===== src/rtl/arc4_sched.sv =====
// arc4_sched: top-level sequencer for the ARC4 datapath.
// Runs the init, KSA and PRGA engines in order over the en/rdy handshake
// and routes the single-port S memory write port to the active engine.
// Each engine must acknowledge its start pulse within ACK_CYCLES cycles
// and must finish within WDOG_CYCLES busy cycles; otherwise the sequence
// aborts and raises a sticky err flag.

module arc4_sched #(
    parameter int WDOG_CYCLES = 65535,
    parameter int ACK_CYCLES  = 4
) (
    input  logic       clk,
    input  logic       rst_n,
    input  logic       en,
    output logic       rdy,
    output logic       err,
    output logic [1:0] phase,
    output logic       init_en,
    output logic       ksa_en,
    output logic       prga_en,
    input  logic       init_rdy,
    input  logic       ksa_rdy,
    input  logic       prga_rdy,
    input  logic [7:0] init_addr,
    input  logic [7:0] ksa_addr,
    input  logic [7:0] prga_addr,
    input  logic [7:0] init_wrdata,
    input  logic [7:0] ksa_wrdata,
    input  logic [7:0] prga_wrdata,
    input  logic       init_wren,
    input  logic       ksa_wren,
    input  logic       prga_wren,
    output logic [7:0] s_addr,
    output logic [7:0] s_wrdata,
    output logic       s_wren
);

    typedef enum logic [2:0] {
        ST_IDLE = 3'd0,
        ST_ARM  = 3'd1,
        ST_ACK  = 3'd2,
        ST_BUSY = 3'd3,
        ST_DONE = 3'd4,
        ST_ERR  = 3'd5
    } state_t;

    // Stage, owner and phase share one encoding so phase can mirror the stage.
    localparam logic [1:0] SEL_NONE = 2'd0;
    localparam logic [1:0] SEL_INIT = 2'd1;
    localparam logic [1:0] SEL_KSA  = 2'd2;
    localparam logic [1:0] SEL_PRGA = 2'd3;

    // Last counter value allowed before the corresponding timeout fires.
    localparam logic [15:0] ACK_LAST  = 16'(ACK_CYCLES - 1);
    localparam logic [15:0] WDOG_LAST = 16'(WDOG_CYCLES - 1);

    // Saturating 16-bit increment: the cycle counters must never wrap.
    function automatic logic [15:0] sat_inc(input logic [15:0] v);
        if (v == 16'hFFFF) begin
            return v;
        end else begin
            return v + 16'd1;
        end
    endfunction

    state_t      state_r;
    state_t      state_nxt_s;
    logic [1:0]  stage_r;
    logic [1:0]  stage_nxt_s;
    logic [15:0] cnt_r;
    logic [15:0] cnt_nxt_s;

    logic        rdy_r;
    logic        rdy_nxt_s;
    logic        err_r;
    logic        err_nxt_s;
    logic [1:0]  phase_r;
    logic [1:0]  phase_nxt_s;
    logic [1:0]  owner_r;
    logic [1:0]  owner_nxt_s;
    logic        init_en_r;
    logic        init_en_nxt_s;
    logic        ksa_en_r;
    logic        ksa_en_nxt_s;
    logic        prga_en_r;
    logic        prga_en_nxt_s;

    logic        sel_rdy_s;
    logic        accept_s;
    logic        launch_s;

    assign rdy     = rdy_r;
    assign err     = err_r;
    assign phase   = phase_r;
    assign init_en = init_en_r;
    assign ksa_en  = ksa_en_r;
    assign prga_en = prga_en_r;

    // Ready flag of the engine selected by the current stage.
    always_comb begin
        sel_rdy_s = 1'b0;
        case (stage_r)
            SEL_INIT: sel_rdy_s = init_rdy;
            SEL_KSA:  sel_rdy_s = ksa_rdy;
            SEL_PRGA: sel_rdy_s = prga_rdy;
            default:  sel_rdy_s = 1'b0;
        endcase
    end

    // State, stage and cycle-counter register.
    always_ff @(posedge clk or negedge rst_n) begin
        if (!rst_n) begin
            state_r <= ST_IDLE;
            stage_r <= SEL_NONE;
            cnt_r   <= 16'd0;
        end else begin
            state_r <= state_nxt_s;
            stage_r <= stage_nxt_s;
            cnt_r   <= cnt_nxt_s;
        end
    end

    // Next-state logic: sequencing, handshake timeout and watchdog.
    always_comb begin
        state_nxt_s = state_r;
        stage_nxt_s = stage_r;
        cnt_nxt_s   = cnt_r;
        case (state_r)
            ST_IDLE: begin
                if (en) begin
                    state_nxt_s = ST_ARM;
                    stage_nxt_s = SEL_INIT;
                    cnt_nxt_s   = 16'd0;
                end else begin
                    state_nxt_s = ST_IDLE;
                end
            end
            ST_ARM: begin
                if (sel_rdy_s) begin
                    state_nxt_s = ST_ACK;
                    cnt_nxt_s   = 16'd0;
                end else begin
                    state_nxt_s = ST_ARM;
                end
            end
            ST_ACK: begin
                if (!sel_rdy_s) begin
                    state_nxt_s = ST_BUSY;
                    cnt_nxt_s   = 16'd0;
                end else if (cnt_r >= ACK_LAST) begin
                    state_nxt_s = ST_ERR;
                end else begin
                    cnt_nxt_s = sat_inc(cnt_r);
                end
            end
            ST_BUSY: begin
                // Completion is tested first so it wins over a same-cycle expiry.
                if (sel_rdy_s) begin
                    cnt_nxt_s = 16'd0;
                    case (stage_r)
                        SEL_INIT: begin
                            state_nxt_s = ST_ARM;
                            stage_nxt_s = SEL_KSA;
                        end
                        SEL_KSA: begin
                            state_nxt_s = ST_ARM;
                            stage_nxt_s = SEL_PRGA;
                        end
                        default: begin
                            state_nxt_s = ST_DONE;
                        end
                    endcase
                end else if (cnt_r >= WDOG_LAST) begin
                    state_nxt_s = ST_ERR;
                end else begin
                    cnt_nxt_s = sat_inc(cnt_r);
                end
            end
            ST_DONE: begin
                state_nxt_s = ST_IDLE;
            end
            ST_ERR: begin
                state_nxt_s = ST_IDLE;
            end
            default: begin
                state_nxt_s = ST_IDLE;
            end
        endcase
    end

    // Output logic: next values of the registered outputs and port owner.
    always_comb begin
        accept_s  = (state_r == ST_IDLE) && en;
        launch_s  = (state_r == ST_ARM) && (state_nxt_s == ST_ACK);

        rdy_nxt_s = (state_nxt_s == ST_IDLE) || (state_nxt_s == ST_DONE);

        if (state_nxt_s == ST_ERR) begin
            err_nxt_s = 1'b1;
        end else if (accept_s) begin
            err_nxt_s = 1'b0;
        end else begin
            err_nxt_s = err_r;
        end

        init_en_nxt_s = launch_s && (stage_r == SEL_INIT);
        ksa_en_nxt_s  = launch_s && (stage_r == SEL_KSA);
        prga_en_nxt_s = launch_s && (stage_r == SEL_PRGA);

        // Owner moves only with a start pulse, so the finishing engine keeps
        // the port until the next engine is launched.
        if ((state_nxt_s == ST_IDLE) || (state_nxt_s == ST_DONE) ||
            (state_nxt_s == ST_ERR)) begin
            owner_nxt_s = SEL_NONE;
        end else if (launch_s) begin
            owner_nxt_s = stage_r;
        end else begin
            owner_nxt_s = owner_r;
        end

        // Phase holds the failing stage while in ERR.
        if ((state_nxt_s == ST_IDLE) || (state_nxt_s == ST_DONE)) begin
            phase_nxt_s = SEL_NONE;
        end else if (launch_s) begin
            phase_nxt_s = stage_r;
        end else begin
            phase_nxt_s = phase_r;
        end
    end

    // Registered outputs and port owner.
    always_ff @(posedge clk or negedge rst_n) begin
        if (!rst_n) begin
            rdy_r     <= 1'b1;
            err_r     <= 1'b0;
            phase_r   <= SEL_NONE;
            owner_r   <= SEL_NONE;
            init_en_r <= 1'b0;
            ksa_en_r  <= 1'b0;
            prga_en_r <= 1'b0;
        end else begin
            rdy_r     <= rdy_nxt_s;
            err_r     <= err_nxt_s;
            phase_r   <= phase_nxt_s;
            owner_r   <= owner_nxt_s;
            init_en_r <= init_en_nxt_s;
            ksa_en_r  <= ksa_en_nxt_s;
            prga_en_r <= prga_en_nxt_s;
        end
    end

    // S memory port mux on the registered owner; non-owners are ignored.
    always_comb begin
        s_addr   = 8'd0;
        s_wrdata = 8'd0;
        s_wren   = 1'b0;
        case (owner_r)
            SEL_INIT: begin
                s_addr   = init_addr;
                s_wrdata = init_wrdata;
                s_wren   = init_wren;
            end
            SEL_KSA: begin
                s_addr   = ksa_addr;
                s_wrdata = ksa_wrdata;
                s_wren   = ksa_wren;
            end
            SEL_PRGA: begin
                s_addr   = prga_addr;
                s_wrdata = prga_wrdata;
                s_wren   = prga_wren;
            end
            default: begin
                s_addr   = 8'd0;
                s_wrdata = 8'd0;
                s_wren   = 1'b0;
            end
        endcase
    end

endmodule


===== config.mk =====
export PLATFORM = sky130hd
export DESIGN_NAME = arc4_sched
export DESIGN_NICKNAME = d
export VERILOG_FILES = /design/src/rtl/arc4_sched.sv
export SDC_FILE = /design/constraint.sdc
export NUM_CORES = 1
export LEC_CHECK = 0
export ABC_AREA = 1
export ABC_CLOCK_PERIOD_IN_PS = 2400
export CAP_MARGIN = 10
export CORE_UTILIZATION = 46
export DETAILED_ROUTE_END_ITERATION = 12
export GPL_TIMING_DRIVEN = 1
export PLACE_DENSITY_LB_ADDON = 0.25
export SETUP_SLACK_MARGIN = 0.1
export SYNTH_ARGS = -nofsm -noshare
export SYNTH_HDL_FRONTEND = slang
export SYNTH_SLANG_ARGS = --single-unit

===== constraint.sdc =====
create_clock -name clk -period 2.4 [get_ports clk]
set_clock_uncertainty 0.05 [all_clocks]
set_input_delay 0.6 -clock clk [delete_from_list [all_inputs] [get_ports clk]]
set_output_delay 0.6 -clock clk [all_outputs]
set_load 0.01 [all_outputs]

==> impl_metrics.csv <==
group,metric,value,unit
route,dr_total_vias,2770,
worst_setup_path,cp.required,1.75,ns
layout,nets,546,
worst_setup_path,setup.worst_path.class,"flop to primary output",
timing,timing.final.crit_share,0.9446,
synthesis,syn_nets,447,
clock_network,cts_max_path_buffers,2,
clock_network,root_buffer,"clkbuf_8",
route,avgRoutedWirePerCell,12.56,um
synthesis,yosysSeqAreaShare,0.3104,
synthesis,ys_types,32,
power,total_power,2.778,mW
run_status,outcome,"complete, no violations",
global_route,first_global_vias,2357,
synthesis,async_flop_share,1.000,
die,die-area,5560,um2
global_route,antenna_found_initial,0,
timing,setup_violations,0,
synthesis,syn_area_per_cell,6.308,um2
route,drtIter0Drc,120,
place,detailed_place_hpwl,5.253,mm
timing,setup_slack,0.1330,ns
die,rows,26,
route,firstDrtPassIters,5,
route,ant_nets,0,
timing,worst_pin_slew,0.4513,ns
die,initial_core_util,0.4773,
clock_network,cts_tree,"done",
job,cap_violations,0,
route,drc,0,
power,leakage,1.858,nW
timing,min_period,2.267,ns
layout,final_cells,554,
worst_setup_path,critPathMaxFanout,11,
global_route,overflow,0,
global_route,grt.total_usage,0.2487,
worst_setup_path,crit_path_start_kind,"flop",
die,die_width,74.57,um
route,via_per_inst,5.000,
power,p_per_area,786.8,nW/um2
layout,antenna_cells,0,
layout,drive_above_1_share,0.1198,
synthesis,synthFlopType,"dfrtp_1",
place,io_buffer_count,80,
clock_network,cts_num_sinks,30,
place,dp_slack,-0.008551,ns
timing,fin_worst_hold_slack,0.4416,ns
die,die_h,74.57,um
timing,slew_viol_final,0,
die,io_pins,81,
layout,finish.utilization,0.6958,
clock_network,cts_hold_buf,0,
layout,area_growth,45.76,%
layout,fillers,437,
worst_setup_path,end_kind,"primary output",
synthesis,netlist_instances,384,
synthesis,yosysWarnings,0,
timing,rsz0062_at_grt,"no",
place,place_inst,537,
hold_path,min_path_type,"flop to flop",
clock_network,numCtsBuffers,5,
timing,hold_viol_final,0,
timing,slew_headroom,0.6982,
timing,max_freq,441.1,MHz
synthesis,ys_seq_elements,30,
die,core,5075,um2
worst_setup_path,crit_arrival,1.62,ns
clock_network,clock_latency,0.29,ns
power,irDropWorstVdd,0.0007361,V
clock_network,clk_pin_slew,0.07,ns
synthesis,syn_area,2422,um2
synthesis,synth_edf_count,0,
route,routed_wirelength,6.956,mm
clock_network,h-tree-depth,2,
global_route,grt_max_degree,18,
global_route,grt_first_pass_wirelength,10.61,mm
place,gp_congestion,0.8798,
registers in the layout (all words and copies together) (netlist names):
register  count
stage_r       2
ksa_en        1
rdy           1
state_r       3
prga_en       1
init_en       1
cnt_r        16
phase         2
err           1
owner_r       2
worst paths after layout:
kind                                   endpoint              startpoint  cells past startpoint  slack, ns
min in group asynchronous  state_r[2]$_DFF_PN0_                   rst_n                      1       0.57
hold / removal                  err$_DFFE_PN0P_         err$_DFFE_PN0P_                      2       0.44
setup / recovery                      s_addr[6]  owner_r[0]$_DFFE_PN0P_                      7       0.13
hold reg to reg                 err$_DFFE_PN0P_         err$_DFFE_PN0P_                      2       0.44
setup reg to reg           phase[0]$_DFFE_PN0P_  stage_r[0]$_DFFE_PN0P_                     12       0.40
max in group asynchronous         rdy$_DFF_PN1_                   rst_n                      2       1.14
power breakdown:
group	internal, mW	total (mW)	switching [mW]
combinational	0.718	1.67	0.949
sequential	0.598	0.672	0.0746
clock	0.230	0.439	0.209
total	1.55	2.78	1.23
stage by stage:
stage	TNS, ns	cell area (um2)
finish	0	3531
global route	0	3531
CTS	0	3475
detailed placement	-0.01820	3351
global placement	0	3351
floorplan	0	2422
layout by cell type (no fill, tap or decap), types with 2 or more instances in the layout:
master / n
a21oi_1: 8
buf_4: 20
buf_6: 2
clkbuf_8: 6
clkdlybuf4s15_1: 2
clkdlybuf4s50_1: 63
clkinv_4: 2
dfrtp_1: 28
dlygate4sd2_1: 13
dlymetal6s2s_1: 2
ha_1: 6
inv_1: 39
inv_2: 5
nand2_1: 154
nand2_2: 5
nand3_1: 55
nand4_1: 7
nor2_1: 26
nor2_2: 3
nor2_4: 3
nor3_1: 3
nor3_2: 2
o2111ai_1: 2
o21ai_0: 6
o21ai_2: 2
xnor2_1: 2
xor2_1: 6
worst max-delay path, cell delays in order (launching register included):
cell,delay [ns]
dfrtp_2,0.45
nand2_2,0.11
clkinv_4,0.10
buf_4,0.15
buf_4,0.13
nand2_1,0.05
nand3_1,0.06
dlygate4sd2_1,0.28
cell usage after synthesis, types with 4 or more instances:
library cell  count  area, um2
nand3_1          55      275.3
nand2_1         155      581.8
a21oi_1           8      40.04
xor2_1            6      52.55
nor2_1           27      101.4
nand4_1           7      43.79
inv_1            40      150.1
ha_1              6      75.07
inv_2             4      15.01
nand2_2           4      25.02
o21ai_0           6      30.03
dfrtp_1          29      725.7
layout make-up:
| cell class | instances | area, um2 | share of cell area |
|---|---|---|---|
| multi-input cells | 297 | 1430 | 0.4050 |
| repair buffers | 103 | 982.2 | 0.2782 |
| flip-flops and latches | 30 | 753.2 | 0.2133 |
| inverters | 46 | 182.7 | 0.05174 |
| well taps | 70 | 87.58 | 0.02481 |
| clock buffers | 6 | 82.58 | 0.02339 |
| clock inverters | 2 | 12.51 | 0.003544 |
what timing repair did:
action,CTS,global route
resized for setup,24,7
cloned,1,0
setup buffers,2,6
endpoints found under the setup margin,17,4
layer usage:
layer | track usage | wire [um]
met4 | 0.07966 | 125
met5 | 0 | 0
met2 | 0.4184 | 3325
met1 | 0.3226 | 2941
met3 | 0.04607 | 564
cell families after synthesis:
group / count (synthesis) / synth area share
and+or+nand+nor: 262 / 0.4742
buffers and inverters: 57 / 0.1033
DFF: 30 / 0.3104
AOI/OAI and AO/OA: 21 / 0.05218
xor gates and xnor gates: 8 / 0.02893
adders and majority gates: 6 / 0.03099
No activity file was read; power rests on OpenSTA's default activity.
